==> src/rtl/reg_file_clr.sv <==
// ---------------------------------------------------------------------------
// reg_file_clr
//   Parametrised register file with hardware clear sequencing.
//   Two combinational read ports, one clocked write port. After reset, or on
//   a clear_req pulse, an internal sequencer zeroes one entry per cycle and
//   holds ready low until every entry has been cleared (DEPTH cycles).
//
// Parameters
//   DW       data width in bits
//   AW       address width, DEPTH = 2**AW entries
//   ZERO_R0  1: entry 0 always reads 0 and writes to address 0 are dropped
//
// Ports
//   clk        clock, all state updates on posedge
//   reset      synchronous active-high reset
//   wr_en      write enable
//   wr_addr    write address
//   dat_in     write data
//   rd_addrA   read address, port A
//   rd_addrB   read address, port B
//   clear_req  single-cycle pulse, starts a full clear sequence
//   datA_out   read data, port A (0 while clearing)
//   datB_out   read data, port B (0 while clearing)
//   ready      high when the file is usable
//
// Optional feature
//   REG_FILE_CLR_BYPASS_EN: when defined, a write in an idle cycle is
//   forwarded to any read port addressing the same entry in that cycle.
// ---------------------------------------------------------------------------
module reg_file_clr #(
    parameter int DW      = 8,
    parameter int AW      = 3,
    parameter int ZERO_R0 = 0
) (
    input  logic          clk,
    input  logic          reset,
    input  logic          wr_en,
    input  logic [AW-1:0] wr_addr,
    input  logic [DW-1:0] dat_in,
    input  logic [AW-1:0] rd_addrA,
    input  logic [AW-1:0] rd_addrB,
    input  logic          clear_req,
    output logic [DW-1:0] datA_out,
    output logic [DW-1:0] datB_out,
    output logic          ready
);

    localparam int DEPTH = 1 << AW;

    typedef enum logic {
        IDLE  = 1'b0,
        CLEAR = 1'b1
    } state_t;

    state_t        state_reg, state_next;
    logic [AW-1:0] cnt_reg, cnt_next;
    logic          ready_reg, ready_next;

    logic [DW-1:0] core [DEPTH];

    logic          core_we;
    logic [AW-1:0] core_waddr;
    logic [DW-1:0] core_wdata;

    // Write address 0 is discarded in hardwired-zero mode.
    logic wr_blocked;
    assign wr_blocked = (ZERO_R0 != 0) && (wr_addr == '0);

    // ---------------- state register ----------------
    always_ff @(posedge clk) begin
        if (reset) begin
            state_reg <= CLEAR;
            cnt_reg   <= '0;
            ready_reg <= 1'b0;
        end else begin
            state_reg <= state_next;
            cnt_reg   <= cnt_next;
            ready_reg <= ready_next;
        end
    end

    // ---------------- next state and write port control ----------------
    always_comb begin
        state_next = state_reg;
        cnt_next   = cnt_reg;
        ready_next = ready_reg;
        core_we    = 1'b0;
        core_waddr = wr_addr;
        core_wdata = dat_in;

        case (state_reg)
            CLEAR: begin
                // The sequencer owns the write port; external writes and
                // clear requests are ignored here.
                core_we    = 1'b1;
                core_waddr = cnt_reg;
                core_wdata = '0;
                cnt_next   = cnt_reg + AW'(1);   // wraps to 0 after DEPTH-1
                if (cnt_reg == AW'(DEPTH - 1)) begin
                    state_next = IDLE;
                    ready_next = 1'b1;
                end
            end
            default: begin
                if (clear_req) begin
                    // Clear wins over a simultaneous write.
                    state_next = CLEAR;
                    cnt_next   = '0;
                    ready_next = 1'b0;
                end else if (wr_en && !wr_blocked) begin
                    core_we = 1'b1;
                end
            end
        endcase

        // Entry contents are left untouched in the reset cycle itself.
        if (reset) begin
            core_we = 1'b0;
        end
    end

    // ---------------- storage ----------------
    always_ff @(posedge clk) begin
        if (core_we) begin
            core[core_waddr] <= core_wdata;
        end
    end

    // ---------------- read ports ----------------
    genvar gi;
    generate
        for (gi = 0; gi < 2; gi++) begin : g_rd
            logic [AW-1:0] addr;
            logic [DW-1:0] data;

            assign addr = (gi == 0) ? rd_addrA : rd_addrB;

            always_comb begin
                data = core[addr];
`ifdef REG_FILE_CLR_BYPASS_EN
                if (wr_en && !clear_req && (wr_addr == addr)) begin
                    data = dat_in;
                end
`endif
                // Forcing to zero last also suppresses forwarding while
                // clearing and for hardwired entry 0.
                if ((state_reg != IDLE) || ((ZERO_R0 != 0) && (addr == '0))) begin
                    data = '0;
                end
            end
        end
    endgenerate

    assign datA_out = g_rd[0].data;
    assign datB_out = g_rd[1].data;
    assign ready    = ready_reg;

endmodule

==> config.mk <==
export PLATFORM = sky130hd
export DESIGN_NAME = reg_file_clr
export DESIGN_NICKNAME = d
export VERILOG_FILES = /design/src/rtl/reg_file_clr.sv
export SDC_FILE = /design/constraint.sdc
export NUM_CORES = 1
export LEC_CHECK = 0
export ABC_AREA = 1
export CORE_MARGIN = 2
export CORE_UTILIZATION = 47
export DETAILED_ROUTE_END_ITERATION = 8
export MAX_ROUTING_LAYER = met4
export PLACE_DENSITY = 0.79
export SYNTH_ARGS = -nofsm -noshare
export SYNTH_HDL_FRONTEND = slang
export SYNTH_SLANG_ARGS = --single-unit
==> constraint.sdc <==
create_clock -name clk -period 3.5 [get_ports clk]
set_input_delay 0.7 -clock clk [delete_from_list [all_inputs] [get_ports clk]]
set_output_delay 0.7 -clock clk [all_outputs]
set_load 0.01 [all_outputs]
==> impl_metrics.json, run 1 <==
{
  "run_status": "completed",
  "fin_crit_ns": 3.29,
  "power_density_nw_per_um2": 418,
  "place_congestion": 0.886,
  "grt_max_degree": 33,
  "initial_core_util": 0.490,
  "layout_commonest_cell": "nand2_1",
  "syn_area_um2": 3830,
  "routed_wl_mm": 9.48,
  "vias": 3354,
  "netlist-cell-type-count": 20,
  "rsz0062_at_grt": "false",
  "rows": 32,
  "start_kind": "input port",
  "portBuffers": 37,
  "fin_crit_sh": 0.939,
  "chipHeight_um": 94.3,
  "die_x_um": 94.3,
  "antenna_found_initial": 0,
  "yosys_warnings": 0,
  "maxCapViolations": 0,
  "overflow": 0,
  "largest_reg_flops": 64,
  "layout_common_cells": "nand2_1 (170), nand3_1 (80), inv_1 (77)",
  "required_ns": 2.80,
  "ant_nets": 0,
  "io_pins": 38,
  "dieArea_um2": 8880,
  "p_leak_uw": 0.00212,
  "min_path_type": "reg -> reg",
  "syn_nets": 520,
  "setup_viol": 0,
  "grt_pass1_wl_mm": 15.3,
  "drive_gt1_frac": 0.0762,
  "nFillCells": 694,
  "arrival_ns": 2.59,
  "hold_start": "ready$_SDFFE_PP0P_",
  "postPlaceCellArea_um2": 4330,
  "clockBufferDepth": 2,
  "post-cts-setup-buffers": 0,
  "wl_per_cell_um": 14.8,
  "grt_use_total": 0.235,
  "reg2regPathDepth": 7,
  "htree_levels": 3,
  "clk_latency_ns": 0.34,
  "drv_slew": 0,
  "cts_resized": 0,
  "cts_tree": "built",
  "path_clk_slew_ns": 0.07,
  "path_class": "in -> out",
  "diodes": 0,
  "syn_to_final_growth_pct": 19.2,
  "tns_ns": 0,
  "holdBufCountCts": 0,
  "fmax_mhz": 304,
  "syn_area_per_cell_um2": 7.72,
  "viasPerCell": 5.24,
  "core_region_area_um2": 7810,
  "cts.sinks": 69,
  "drt_iter0_markers": 219,
  "cts_root_buf": "clkbuf_8",
  "r2r-start": "state_reg$_SDFF_PP1_",
  "final_cell_area_um2": 4560,
  "slew_headroom": 0.623,
  "cts_inserted_buffers": 9,
  "grt_pass1_vias": 3233,
  "r2r-end": "core[5][2]$_DFFE_PP_",
  "fin_nets": 557,
  "drc": 0,
  "drt_first_pass_iters": 4,
  "holdWs_ns": 0.496,
  "syn_inst": 496,
  "synth_seq_cells": 69,
  "rrSetupSlack_ns": 1.46,
  "ys_seq_area_frac": 0.528,
  "holdPathEnd": "ready$_SDFFE_PP0P_",
  "tightest_slew_ns": 0.564,
  "max-vdd-ir-drop_mv": 0.397,
  "postLayoutCoreUtil": 0.585,
  "fin_skew_ns": 0.00446,
  "holdPathStages": 2,
  "hold_viol": 0,
  "dpl.hpwl_mm": 6.31,
  "cp_max_fo": 32,
  "critPathCaptureType": "output pin"
}
-- Yosys cell counts --
library cell	n	area, um^2
o211ai_2	1	12.5
o21ai_2	1	8.76
nor2_2	1	6.26
or2_1	2	12.5
nand2_1	170	638
buf_6	2	22.5
a21oi_1	4	20.0
nand3_1	80	400
nor2_1	51	191
o21ai_0	2	10.0
buf_2	16	80.1
o211ai_1	1	7.51
inv_1	77	289
edfxtp_1	64	1920
ha_1	3	37.5
nand2_2	2	12.5
or2_4	1	8.76
clkbuf_1	10	37.5
inv_2	3	11.3
dfxtp_1	5	100
-- power by group --
part | switching, uW | internal, uW | total [uW] | leakage [uW]
clock | 300 | 469 | 769 | 0.000113
combinational | 133 | 81.0 | 214 | 0.00137
sequential | 7.39 | 916 | 924 | 0.000637
total | 440 | 1470 | 1910 | 0.00212
-- cell type report --
cell class	instances	area (um^2)	area share
clock inverter	7	114	0.0249
sequential	69	2020	0.443
clock buffer	9	124	0.0271
timing repair buffer	54	510	0.112
tap	102	128	0.0280
inverter	80	300	0.0658
multi-input combinational	319	1370	0.299
-- cell families after synthesis --
kind of cell / share of synthesized area
flip-flops: 0.528
adder cells (fa/ha/maj): 0.00980
buffers and inverters: 0.115
AND/OR/NAND/NOR: 0.332
AO/OA/AOI/OAI: 0.0154
-- worst max-delay path by stage --
stage	from	endpoint
finish	rd_addrA[0]	datA_out[7]
global route	rd_addrB[0]	datB_out[7]
CTS	rd_addrA[0]	datA_out[1]
detailed placement	rd_addrA[0]	datA_out[1]
global placement	rd_addrA[0]	datA_out[1]
floorplan	rd_addrA[1]	datA_out[5]
-- worst max-delay path, cell delays in order --
cell	delay (ns)
clkdlybuf4s50_1	0.53
inv_1	0.06
buf_4	0.24
nand2_1	0.10
nand3_1	0.08
nand3_1	0.11
nand2_1	0.06
nor2_1	0.14
clkdlybuf4s50_1	0.56
-- through the flow --
| step | setup WS [ns] | power [uW] | instances |
|---|---|---|---|
| after detailed placement | 0.218 | 1150 | 624 |
| after global routing | 0.0777 | 1970 | 640 |
| after floorplan | 1.33 | 1080 | 496 |
| after CTS | 0.213 | 1910 | 640 |
| after global placement | 0.225 | 1150 | 624 |
| final | 0.212 | 1910 | 640 |
-- metal layers --
layer  part of all wire  wire, um  track usage
met5                  0         0            -
met4              0.024       224        0.124
met3              0.074       704       0.0361
met2               0.50      4740        0.384
met1               0.40      3820        0.283
Power figures use the tool's default switching activity.
==> inputs of run 2 (changes only) <==
--- a/config.mk
+++ b/config.mk
@@ -11,6 +11,7 @@
 export DETAILED_ROUTE_END_ITERATION = 8
 export MAX_ROUTING_LAYER = met4
 export PLACE_DENSITY = 0.79
+export SLEW_MARGIN = 40
 export SYNTH_ARGS = -nofsm -noshare
 export SYNTH_HDL_FRONTEND = slang
 export SYNTH_SLANG_ARGS = --single-unit
==> results of run 2 <==
No change in the layout: final DEF, timing and power equal those of run 1.
==> inputs of run 3 (changes only) <==
--- a/config.mk
+++ b/config.mk
@@ -10,7 +10,7 @@
 export CORE_UTILIZATION = 47
 export DETAILED_ROUTE_END_ITERATION = 8
 export MAX_ROUTING_LAYER = met4
-export PLACE_DENSITY = 0.79
+export PLACE_DENSITY = 0.77
 export SLEW_MARGIN = 40
 export SYNTH_ARGS = -nofsm -noshare
 export SYNTH_HDL_FRONTEND = slang
==> run 3 against run 2 <==
Against the previous run: clock-buffer cell count stayed put; wire length is 5.6% lower; first-iteration DRC count is 24% higher; highest routed layer unchanged; combinational power hardly changed; critical path type unchanged; fmax is 1.3% lower; sequential cell count stayed put; worst setup slack worse by 0.043 ns; via count is 2.3% lower.
==> impl_metrics.json, run 3 (synthesized netlist as in run 1, its figures left out) <==
{
  "syn_to_final_growth_pct": 18.2,
  "clk_latency_ns": 0.34,
  "max-vdd-ir-drop_mv": 0.220,
  "cts_tree": "built",
  "largest_reg_flops": 64,
  "max_stage_delay_ns": 0.80,
  "diodes": 0,
  "fmax_mhz": 300,
  "start_kind": "input port",
  "min_path_type": "reg -> reg",
  "tns_ns": 0,
  "dieArea_um2": 8880,
  "grt_max_degree": 33,
  "finalNonFillerCells": 646,
  "fin_skew_ns": 0.00797,
  "antenna_found_initial": 0,
  "hold_viol": 0,
  "routed_wl_mm": 8.96,
  "critPathCaptureType": "output pin",
  "vias": 3278,
  "grt_pass1_wl_mm": 14.5,
  "dp.cells": 630,
  "drt_iter0_markers": 272,
  "setup_viol": 0,
  "holdWs_ns": 0.488,
  "maxCapViolations": 0,
  "layout_commonest_cell": "nand2_1",
  "cpMaxStageDelayCell": "clkdlybuf4s50_1",
  "cts_inserted_buffers": 9,
  "slew_headroom": 0.649,
  "chipHeight_um": 94.3,
  "drive_gt1_frac": 0.0864,
  "layout_common_cells": "nand2_1 (170), nand3_1 (80), inv_1 (77)",
  "required_ns": 2.80,
  "drc": 0,
  "rsz0062_at_grt": "false",
  "dpl.hpwl_mm": 6.11,
  "holdBufCountCts": 0,
  "nFillCells": 680,
  "post-cts-setup-buffers": 0,
  "crit_chain": "clkdlybuf4s50_1 -> buf_4 -> nand3_1 -> nand3_1 -> nand2_1 -> nor2_1 -> clkdlybuf4s50_1",
  "run_status": "completed",
  "fin_nets": 563,
  "fin_crit_ns": 3.33,
  "multi_input_area_um2": 1370,
  "cts_resized": 0,
  "pre_cts_slack_ns": 0.173,
  "core_region_area_um2": 7810,
  "ant_nets": 0,
  "portBuffers": 37,
  "p_leak_uw": 0.00211,
  "cts.sinks": 69,
  "wl_per_cell_um": 13.9,
  "io_pins": 38,
  "power_density_nw_per_um2": 371,
  "grt_pass1_vias": 2954,
  "die_x_um": 94.3,
  "htree_levels": 3,
  "cts_root_buf": "clkbuf_8",
  "path_clk_slew_ns": 0.07,
  "arrival_ns": 2.63,
  "regArea_um2": 2020,
  "path_class": "in -> out",
  "cp_max_fo": 11,
  "timing.final.ws_setup_ns": 0.168,
  "place_congestion": 0.874,
  "viasPerCell": 5.07,
  "initial_core_util": 0.490,
  "clockBufferDepth": 2,
  "fin_crit_sh": 0.952,
  "drt_first_pass_iters": 5,
  "tightest_slew_ns": 0.525,
  "rows": 32,
  "overflow": 0,
  "drv_slew": 0,
  "grt_use_total": 0.227
}
-- run 3: cell type report --
type,instances,area share
clock buffers,9,0.0274
multi-input cells,319,0.302
inverters,80,0.0664
clock inverters,7,0.00940
well taps,102,0.0282
repair buffers,60,0.120
flip-flops and latches,69,0.447
-- run 3: power by group --
| group | switching, uW | total (uW) | internal [uW] |
|---|---|---|---|
| Combinational | 130 | 214 | 84.2 |
| Sequential | 7.43 | 924 | 916 |
| Clock | 289 | 540 | 251 |
-- run 3: final timing paths --
path         slack, ns                     from  cells after the start                 endpoint
min               0.49  cnt_reg[1]$_SDFFE_PP0P_                      2  cnt_reg[1]$_SDFFE_PP0P_
max reg2reg       1.76     state_reg$_SDFF_PP1_                      7     core[5][4]$_DFFE_PP_
min reg2reg       0.49  cnt_reg[1]$_SDFFE_PP0P_                      2  cnt_reg[1]$_SDFFE_PP0P_
max               0.17              rd_addrB[1]                      7              datB_out[1]
-- run 3: per-layer routing --
metal	track usage	up-vias	wire, um
li1	-	1633	-
met1	0.280	1460	3470
met2	0.361	167	4410
met3	0.0522	18	832
met4	0.0930	0	236
met5	-	-	0
-- run 3: worst max-delay path: cells and delay by family --
kind	cells	cell delay, ns
buffers and inverters	3	1.60
and+or+nand+nor	4	0.34
-- run 3: per-stage QoR --
step | util | cell area, um^2 | power [uW]
after floorplan | - | 3830 | 1080
after global placement | 0.558 | 4360 | 1150
after detailed placement | 0.558 | 4360 | 1150
after CTS | 0.580 | 4530 | 1690
after global routing | 0.580 | 4530 | 1760
final | 0.580 | 4530 | 1680
